File: src/rtl/inst_fetch_ctrl_pkg.sv
// -----------------------------------------------------------------------------
// inst_fetch_ctrl_pkg
// Shared constants, FSM state type and a byte-lane helper for the instruction
// fetch controller.
//   RST_ENABLE / TRUE_V / FALSE_V : logic levels used across the slice
//   ZERO_WORD                     : 32-bit all-zero instruction word
//   INST_ADDR_W / RAM_ADDR_W      : instruction bus and RAM byte address widths
//   fetch_state_e                 : IDLE / FETCH / DRAIN controller states
//   set_lane()                    : replace one little-endian byte lane of a word
// -----------------------------------------------------------------------------
package inst_fetch_ctrl_pkg;

    localparam logic        RST_ENABLE  = 1'b1;
    localparam logic        TRUE_V      = 1'b1;
    localparam logic        FALSE_V     = 1'b0;
    localparam logic [31:0] ZERO_WORD   = 32'h0000_0000;
    localparam int          INST_ADDR_W = 32;
    localparam int          RAM_ADDR_W  = 17;

    typedef enum logic [1:0] {
        ST_IDLE  = 2'b00,
        ST_FETCH = 2'b01,
        ST_DRAIN = 2'b10
    } fetch_state_e;

    // Lane 0 is bits [7:0] (byte at the lowest address).
    function automatic logic [31:0] set_lane(
        input logic [31:0] word,
        input logic [1:0]  lane,
        input logic [7:0]  data_b
    );
        logic [31:0] res;
        res = word;
        case (lane)
            2'd0:    res[7:0]   = data_b;
            2'd1:    res[15:8]  = data_b;
            2'd2:    res[23:16] = data_b;
            2'd3:    res[31:24] = data_b;
            default: res        = word;
        endcase
        return res;
    endfunction

endpackage

File: src/rtl/inst_fetch_ctrl_if.sv
// -----------------------------------------------------------------------------
// inst_fetch_ctrl_if
// Byte-wide RAM port seen through the memory arbiter.
//   mem_req : request for the RAM port (controller -> arbiter)
//   mem_gnt : grant; mem_a reaches the RAM only in granted cycles
//   mem_a   : RAM byte address
//   mem_din : read data, byte for mem_a returned one cycle later
// Modports: master = fetch controller, slave = arbiter/RAM side.
// -----------------------------------------------------------------------------
interface inst_fetch_ctrl_if
    import inst_fetch_ctrl_pkg::*;
#(
    parameter int ADDR_W = RAM_ADDR_W
) ();

    logic              mem_req;
    logic              mem_gnt;
    logic [ADDR_W-1:0] mem_a;
    logic [7:0]        mem_din;

    modport master (
        output mem_req,
        output mem_a,
        input  mem_gnt,
        input  mem_din
    );

    modport slave (
        input  mem_req,
        input  mem_a,
        output mem_gnt,
        output mem_din
    );

endinterface

File: src/rtl/inst_fetch_ctrl.sv
// -----------------------------------------------------------------------------
// inst_fetch_ctrl
// Instruction fetch controller between the IF stage and the 8-bit unified RAM.
// Each 32-bit fetch becomes four byte reads (A..A+3) assembled little-endian.
// A one-entry last-word buffer answers a repeat fetch of the same word in one
// cycle without touching RAM.
// Ports:
//   clk, rst    : clock, synchronous active-high reset
//   rdy         : global ready, low freezes every register
//   inst_re     : one-cycle fetch strobe; while busy it redirects the fetch
//   inst_raddr  : fetch byte address (bits [1:0] and above ADDR_W ignored)
//   inst_flush  : invalidate the last-word buffer
//   inst_rdata  : assembled word, valid while inst_busy=0 after a fetch
//   inst_busy   : high while a fetch is outstanding
//   mem         : RAM/arbiter port (master modport)
// -----------------------------------------------------------------------------
module inst_fetch_ctrl
    import inst_fetch_ctrl_pkg::*;
#(
    parameter int ADDR_W  = RAM_ADDR_W,
    parameter bit USE_BUF = 1'b1
) (
    input  logic                   clk,
    input  logic                   rst,
    input  logic                   rdy,
    input  logic                   inst_re,
    input  logic [INST_ADDR_W-1:0] inst_raddr,
    input  logic                   inst_flush,
    output logic [31:0]            inst_rdata,
    output logic                   inst_busy,
    inst_fetch_ctrl_if.master      mem
);

    fetch_state_e      state_r,     state_s;
    logic [ADDR_W-1:0] addr_r,      addr_s;
    logic [1:0]        idx_r,       idx_s;
    logic              pend_r,      pend_s;
    logic [1:0]        tag_r,       tag_s;
    logic [31:0]       asm_r,       asm_s;
    logic [31:0]       rdata_r,     rdata_s;
    logic              busy_r,      busy_s;
    logic              req_r,       req_s;
    logic [ADDR_W-1:0] mem_a_r,     mem_a_s;
    logic              buf_valid_r, buf_valid_s;
    logic [ADDR_W-1:0] buf_addr_r,  buf_addr_s;
    logic [31:0]       buf_data_r,  buf_data_s;

    logic [ADDR_W-1:0] req_addr_s;
    logic              hit_s;
    logic              complete_s;
    logic              unused_raddr_s;

    // Byte offset and bits above the RAM range do not select anything.
    assign unused_raddr_s = ^inst_raddr;
    assign req_addr_s     = {inst_raddr[ADDR_W-1:2], 2'b00};

    // A hit is only taken from IDLE; a request while busy always restarts RAM reads.
    assign hit_s = (USE_BUF == 1'b1) && buf_valid_r && (buf_addr_r == req_addr_s) &&
                   !inst_flush && (state_r == ST_IDLE);

    // The last byte lands this edge unless a new request discards the fetch.
    assign complete_s = pend_r && (tag_r == 2'd3) && !inst_re;

    assign inst_rdata  = rdata_r;
    assign inst_busy   = busy_r;
    assign mem.mem_req = req_r;
    assign mem.mem_a   = mem_a_r;

    // Next-state and datapath update applied at the next rdy=1 edge.
    always_comb begin
        state_s  = state_r;
        addr_s   = addr_r;
        idx_s    = idx_r;
        pend_s   = pend_r;
        tag_s    = tag_r;
        busy_s   = busy_r;
        req_s    = req_r;
        mem_a_s  = mem_a_r;

        // Byte issue: index and address only advance on granted cycles.
        case (state_r)
            ST_IDLE: begin
                pend_s = FALSE_V;
            end
            ST_FETCH: begin
                if (mem.mem_gnt == TRUE_V) begin
                    pend_s = TRUE_V;
                    tag_s  = idx_r;
                    if (idx_r == 2'd3) begin
                        state_s = ST_DRAIN;
                        req_s   = FALSE_V;
                    end else begin
                        idx_s   = idx_r + 2'd1;
                        mem_a_s = mem_a_r + ADDR_W'(1);
                    end
                end else begin
                    pend_s = FALSE_V;
                end
            end
            ST_DRAIN: begin
                pend_s = FALSE_V;
            end
            default: begin
                state_s = ST_IDLE;
                pend_s  = FALSE_V;
                req_s   = FALSE_V;
                busy_s  = FALSE_V;
            end
        endcase

        // Byte sample: the RAM answers the previous cycle's granted address.
        if (pend_r == TRUE_V) begin
            asm_s = set_lane(asm_r, tag_r, mem.mem_din);
        end else begin
            asm_s = asm_r;
        end

        // Completion presents the word and refills the buffer.
        if (complete_s) begin
            rdata_s    = set_lane(asm_r, 2'd3, mem.mem_din);
            busy_s     = FALSE_V;
            state_s    = ST_IDLE;
            buf_addr_s = addr_r;
            buf_data_s = rdata_s;
        end else begin
            rdata_s    = rdata_r;
            buf_addr_s = buf_addr_r;
            buf_data_s = buf_data_r;
        end

        // A flush on the completing edge wins: the word may already be stale.
        if (inst_flush == TRUE_V) begin
            buf_valid_s = FALSE_V;
        end else if (complete_s) begin
            buf_valid_s = TRUE_V;
        end else begin
            buf_valid_s = buf_valid_r;
        end

        // New request: hit answers from the buffer, otherwise (re)start at byte 0.
        if (inst_re == TRUE_V) begin
            if (hit_s) begin
                rdata_s = buf_data_r;
            end else begin
                addr_s  = req_addr_s;
                mem_a_s = req_addr_s;
                idx_s   = 2'd0;
                tag_s   = 2'd0;
                pend_s  = FALSE_V;
                asm_s   = ZERO_WORD;
                state_s = ST_FETCH;
                req_s   = TRUE_V;
                busy_s  = TRUE_V;
            end
        end else begin
            addr_s = addr_s;
        end
    end

    // State and datapath registers; rdy=0 holds everything.
    always_ff @(posedge clk) begin
        if (rst == RST_ENABLE) begin
            state_r     <= ST_IDLE;
            addr_r      <= {ADDR_W{1'b0}};
            idx_r       <= 2'd0;
            pend_r      <= FALSE_V;
            tag_r       <= 2'd0;
            asm_r       <= ZERO_WORD;
            rdata_r     <= ZERO_WORD;
            busy_r      <= FALSE_V;
            req_r       <= FALSE_V;
            mem_a_r     <= {ADDR_W{1'b0}};
            buf_valid_r <= FALSE_V;
            buf_addr_r  <= {ADDR_W{1'b0}};
            buf_data_r  <= ZERO_WORD;
        end else if (rdy == TRUE_V) begin
            state_r     <= state_s;
            addr_r      <= addr_s;
            idx_r       <= idx_s;
            pend_r      <= pend_s;
            tag_r       <= tag_s;
            asm_r       <= asm_s;
            rdata_r     <= rdata_s;
            busy_r      <= busy_s;
            req_r       <= req_s;
            mem_a_r     <= mem_a_s;
            buf_valid_r <= buf_valid_s;
            buf_addr_r  <= buf_addr_s;
            buf_data_r  <= buf_data_s;
        end
    end

endmodule

File: src/flat_wrapper.sv
// flat-port wrapper written by rule: the top's interface ports become plain ports
module inst_fetch_ctrl_flat import inst_fetch_ctrl_pkg::*;
#(
    parameter int ADDR_W  = RAM_ADDR_W,
    parameter bit USE_BUF = 1'b1
)
  (clk, rst, rdy, inst_re, inst_raddr, inst_flush, inst_rdata, inst_busy, mem_mem_req, mem_mem_a, mem_mem_gnt, mem_mem_din);
  inst_fetch_ctrl_if #(.ADDR_W(ADDR_W)) mem_i ();
  input  logic clk;
  input  logic rst;
  input  logic rdy;
  input  logic inst_re;
  input  logic [INST_ADDR_W-1:0] inst_raddr;
  input  logic inst_flush;
  output logic [31:0] inst_rdata;
  output logic inst_busy;
  output wire logic [$bits(mem_i.mem_req)-1:0] mem_mem_req;
  output wire logic [$bits(mem_i.mem_a)-1:0] mem_mem_a;
  input wire logic [$bits(mem_i.mem_gnt)-1:0] mem_mem_gnt;
  input wire logic [$bits(mem_i.mem_din)-1:0] mem_mem_din;
  assign mem_mem_req = mem_i.mem_req;
  assign mem_mem_a = mem_i.mem_a;
  assign mem_i.mem_gnt = mem_mem_gnt;
  assign mem_i.mem_din = mem_mem_din;
  inst_fetch_ctrl #(.ADDR_W(ADDR_W), .USE_BUF(USE_BUF)) u_core (.clk(clk), .rst(rst), .rdy(rdy), .inst_re(inst_re), .inst_raddr(inst_raddr), .inst_flush(inst_flush), .inst_rdata(inst_rdata), .inst_busy(inst_busy), .mem(mem_i));
endmodule
File: config.mk
export PLATFORM = sky130hd
export DESIGN_NAME = inst_fetch_ctrl_flat
export DESIGN_NICKNAME = d
export VERILOG_FILES = /design/src/rtl/inst_fetch_ctrl_pkg.sv /design/src/rtl/inst_fetch_ctrl_if.sv /design/src/rtl/inst_fetch_ctrl.sv /design/src/flat_wrapper.sv
export SDC_FILE = /design/constraint.sdc
export NUM_CORES = 1
export LEC_CHECK = 0
export CAP_MARGIN = 20
export CORE_MARGIN = 1.5
export CORE_UTILIZATION = 40
export DETAILED_ROUTE_END_ITERATION = 8
export PLACE_DENSITY = 0.72
export SLEW_MARGIN = 20
export SYNTH_ARGS = -nofsm -noshare
export SYNTH_HDL_FRONTEND = slang
export SYNTH_SLANG_ARGS = --single-unit
File: constraint.sdc
create_clock -name clk -period 2.4 [get_ports clk]
set_input_delay 0.24 -clock clk [delete_from_list [all_inputs] [get_ports clk]]
set_output_delay 0.24 -clock clk [all_outputs]
set_load 0.1 [all_outputs]
==> reports/summary.log <==
[clocking] clock tree from TritonCTS done
[worst_hold_path] depth of the worst hold-timing path 2
[timing] final setup violation count 0
[setup_path] worst endpoint data arrival time 2.56 ns
[clocking] # Post-CTS Setup Buffers 0
[setup_path] Reg2Reg Depth 7
[clocking] clock latency on the worst-skew pair 0.43 ns
[worst_hold_path] type of the worst min-delay path in -> reg
[clocking] htree depth 4
[grt] global-route total usage across every layer 0.2210
[job] number of maximum-capacitance violations 0
[layout] Post-Layout Inst Area 0.008285 mm2
[timing] worst hold slack across all endpoints 0.2584 ns
[outcome] result of the run finished clean
[timing] Achievable Freq 0.4537 GHz
[place] HPWL after detailed placement 12410 um
[setup_path] cell with the largest stage delay on the worst path nor4_4
[power_and_ir_drop] leakage component of the power 3.125 nW
[grt] first-pass GRT wire length 30970 um
[clocking] CTS buffer count 17
[synthesis] count of cell types in the netlist 47
[timing] slew of the pin with the lowest slew margin 0.5911 ns
[layout] Layout Utilization 0.5160
[grt] maximum number of pins on one net before global-route repair 37
[timing] minimum period implied by the final worst setup slack 2.204 ns
[synthesis] Avg Synthesized Cell Area 8.137 um2
[timing] final count of hold timing violations 0
[setup_path] maximum fanout along the worst path 29
[route] iteration count of the initial detailed-routing pass 5
[place] Placed Area 0.007682 mm2
[timing] unrepaired setup endpoints after global routing no
[timing] Rel. slew slack 0.6060
[layout] number of nets in the layout 936
[timing] final setup TNS 0 ns
[synthesis] synthesis warning total 0
[setup_path] Setup crit start kind flip-flop
[setup_path] Crit. End Element flip-flop
[floorplanning] initial core utilization 0.4125
[layout] diode count 0
[synthesis] number of nets in the synthesized netlist 861
[synthesis] synthesized cell area 0.006624 mm2
[synthesis] part of the Yosys area used for sequential elements 0.4382
[clocking] number of sinks driven by the clock tree 145
[grt] number of global-route vias before repair 5936
[setup_path] worst endpoint required time 2.75 ns
[power_and_ir_drop] total power 5.576 mW
[floorplanning] Core Area 0.01606 mm2
[floorplanning] die width 131.7 um
[setup_path] Cell Chain, Critical Path nor4b_4 > nand4_1 > nor4_4 > buf_4 > o21ai_2 > buf_12 > a21oi_1
[grt] aggregate global routing overflow 0
[timing] fraction of the cycle the final worst path needs 0.9184
[clocking] clock slew at the register clock pins of the worst setup and hold paths 0.06 ns
[timing] max-slew violation total from the final report 0
[route] final routed wirelength across all metal layers 19060 um
[layout] synth-to-layout area growth 25.09%
[route] count of nets left with antenna violations after detail routing 0
[floorplanning] I/O pins 97
[synthesis] number of instances in the synthesized netlist 814
[grt] number of antenna violations at the first check in global routing 0
[route] Detailed Route Iter0 Violations 484
[setup_path] critical path class reg -> reg
[place] gp weighted congestion 0.9040
[layout] share of post-route cells with drive strength above 1 0.1707
[floorplanning] die area 0.01734 mm2
[clocking] clock root buffer master clkbuf_16
[power_and_ir_drop] Peak supply drop 540.9 uV
[timing] setup skew after layout 0.009250 ns
[route] vias post-DR 6394
[clocking] Clock Tree Buf Depth 2
[place] total of buffers placed on input and output ports 79
[floorplanning] vertical extent of the die 131.7 um
[route] post-detailed-route via-to-cell ratio 5.719
[floorplanning] num rows 46
[synthesis] synthesized flop and latch total 145
[route] per-cell routed wire length 17.05 um
[power_and_ir_drop] total power density per cell area 673.0 mW/mm2
[setup_path] Slowest Stage Delay on Critical Path 0.47 ns
[route] DRC viols 0
[routing by layer]
metal / vias up / part of all wire / global-route usage
li1: 3090 / - / -
met1: 3035 / 0.45 / 0.2905
met2: 247 / 0.47 / 0.3617
met3: 22 / 0.071 / 0.05054
met4: 0 / 0.013 / 0.06481
met5: - / 0 / 0
[cell usage in the layout (no fill, tap or decap), types with 4 or more instances in the layout]
| cell type | synthesis | layout |
|---|---|---|
| nand4_1 | 19 | 19 |
| clkdlybuf4s50_1 | 0 | 25 |
| and3_1 | 38 | 38 |
| or3_1 | 6 | 6 |
| and4_1 | 4 | 4 |
| a21oi_1 | 89 | 89 |
| or4b_2 | 5 | 5 |
| nand3_1 | 77 | 77 |
| xnor2_1 | 16 | 16 |
| clkinv_4 | 0 | 4 |
| o211ai_1 | 4 | 4 |
| and2_1 | 4 | 4 |
| dfxtp_1 | 145 | 139 |
| o311ai_0 | 34 | 34 |
| nor2_1 | 9 | 8 |
| nand2_1 | 178 | 178 |
| clkbuf_16 | 0 | 17 |
| buf_4 | 0 | 97 |
| o21ai_0 | 21 | 20 |
| dfxtp_2 | 0 | 6 |
| a2111o_1 | 4 | 4 |
| a31oi_1 | 9 | 9 |
| mux2i_1 | 33 | 33 |
[path summary, 6_finish.rpt]
| kind | from | end | slack (ns) |
|---|---|---|---|
| setup / recovery | u_core.state_r[0] | u_core.asm_r[3] | 0.20 |
| hold / removal | rst | u_core.buf_addr_r[7] | 0.26 |
| setup reg to reg | u_core.state_r[0] | u_core.asm_r[3] | 0.20 |
| hold reg to reg | u_core.addr_r[3] | u_core.buf_addr_r[3] | 0.45 |
[timing repair]
item                       in CTS  in global routing
setup endpoints to repair       0                 45
gates resized for setup         0                  2
hold buffers                    0                  0
[layout make-up]
class / count / area (um2)
clock buffers: 20 / 456.7
clock inverters: 12 / 133.9
fillers: 1530 / 7772
inverters: 4 / 15.01
multi-input cells: 594 / 3466
flip-flops and latches: 145 / 2910
well taps: 216 / 270.3
repair buffers: 127 / 1033
[cells by family (layout without fill, tap and decap cells)]
kind of cell	after synthesis	count (layout)	share of synthesized area
compound gates	183	183	0.1779
xor+xnor	19	19	0.02512
fa+ha+maj	1	1	0.001889
buf+inv	75	163	0.04344
flops	145	145	0.4382
mux	33	33	0.04987
simple gates	358	358	0.2635
[stage by stage]
stage,setup WS [ns],std cells
after floorplan,-0.02923,814
after global placement,-0.2488,1086
after detailed placement,-0.2933,1086
after CTS,0.03528,1118
after global routing,0.06938,1118
final,0.1959,1118
[worst max-delay path, delay by kind of cell (launching register included)]
kind	cells	cell delay, ns
AO/OA/AOI/OAI	2	0.24
buffers and inverters	2	0.50
flip-flops	1	0.34
AND/OR/NAND/NOR	3	1.05
[registers in the layout (all words and copies together) (netlist names)]
register,count
u_core.buf_data_r,32
u_core.inst_rdata,32
u_core.asm_r,24
u_core.mem.mem_a,17
u_core.addr_r,15
u_core.buf_addr_r,15
u_core.idx_r,2
u_core.state_r,2
u_core.tag_r,2
u_core.buf_valid_r,1
u_core.inst_busy,1
u_core.mem.mem_req,1
u_core.pend_r,1
[synth_stat cells (all sizes together)]
| library cell | count | area [um2] |
|---|---|---|
| nand2 | 178 | 668.1 |
| dfxtp | 145 | 2903 |
| a21oi | 89 | 445.4 |
| nand3 | 77 | 385.4 |
| clkbuf | 59 | 221.5 |
| and3 | 38 | 237.7 |
| o311ai | 34 | 297.8 |
| mux2i | 33 | 330.3 |
| o21ai | 21 | 105.1 |
| nand4 | 19 | 118.9 |
| xnor2 | 16 | 140.1 |
| buf | 12 | 51.30 |
| a31oi | 9 | 56.30 |
| nor2 | 9 | 33.78 |
| or3 | 6 | 37.54 |
| or4b | 5 | 50.05 |
| a2111o | 4 | 45.04 |
| a41oi | 4 | 57.56 |
| and2 | 4 | 25.02 |
| and4 | 4 | 35.03 |
| nor4 | 4 | 37.53 |
| o211ai | 4 | 30.03 |
| or4 | 4 | 30.03 |
| a21boi | 3 | 22.52 |
| a22o | 3 | 26.28 |
| inv | 3 | 11.26 |
| o22ai | 3 | 18.77 |
| o31ai | 3 | 22.52 |
| xor2 | 3 | 26.28 |
| a211oi | 2 | 15.01 |
| and4b | 2 | 20.02 |
| nor4b | 2 | 23.77 |
| o2111ai | 2 | 17.52 |
| a32o | 1 | 10.01 |
| and3b | 1 | 8.760 |
| clkinv | 1 | 3.750 |
| ha | 1 | 12.51 |
| nand2b | 1 | 6.260 |
| nand3b | 1 | 7.510 |
| nand4b | 1 | 8.760 |
| nor2b | 1 | 6.260 |
| nor3 | 1 | 5.000 |
| o221ai | 1 | 8.760 |
[power breakdown]
part | internal, mW | leakage [nW] | switching, mW
combinational | 0.134 | 1.66 | 0.326
sequential | 2.44 | 1.17 | 0.0326
clock | 1.59 | 0.286 | 1.06
Note: power is estimated with default switching activity, not from simulation.
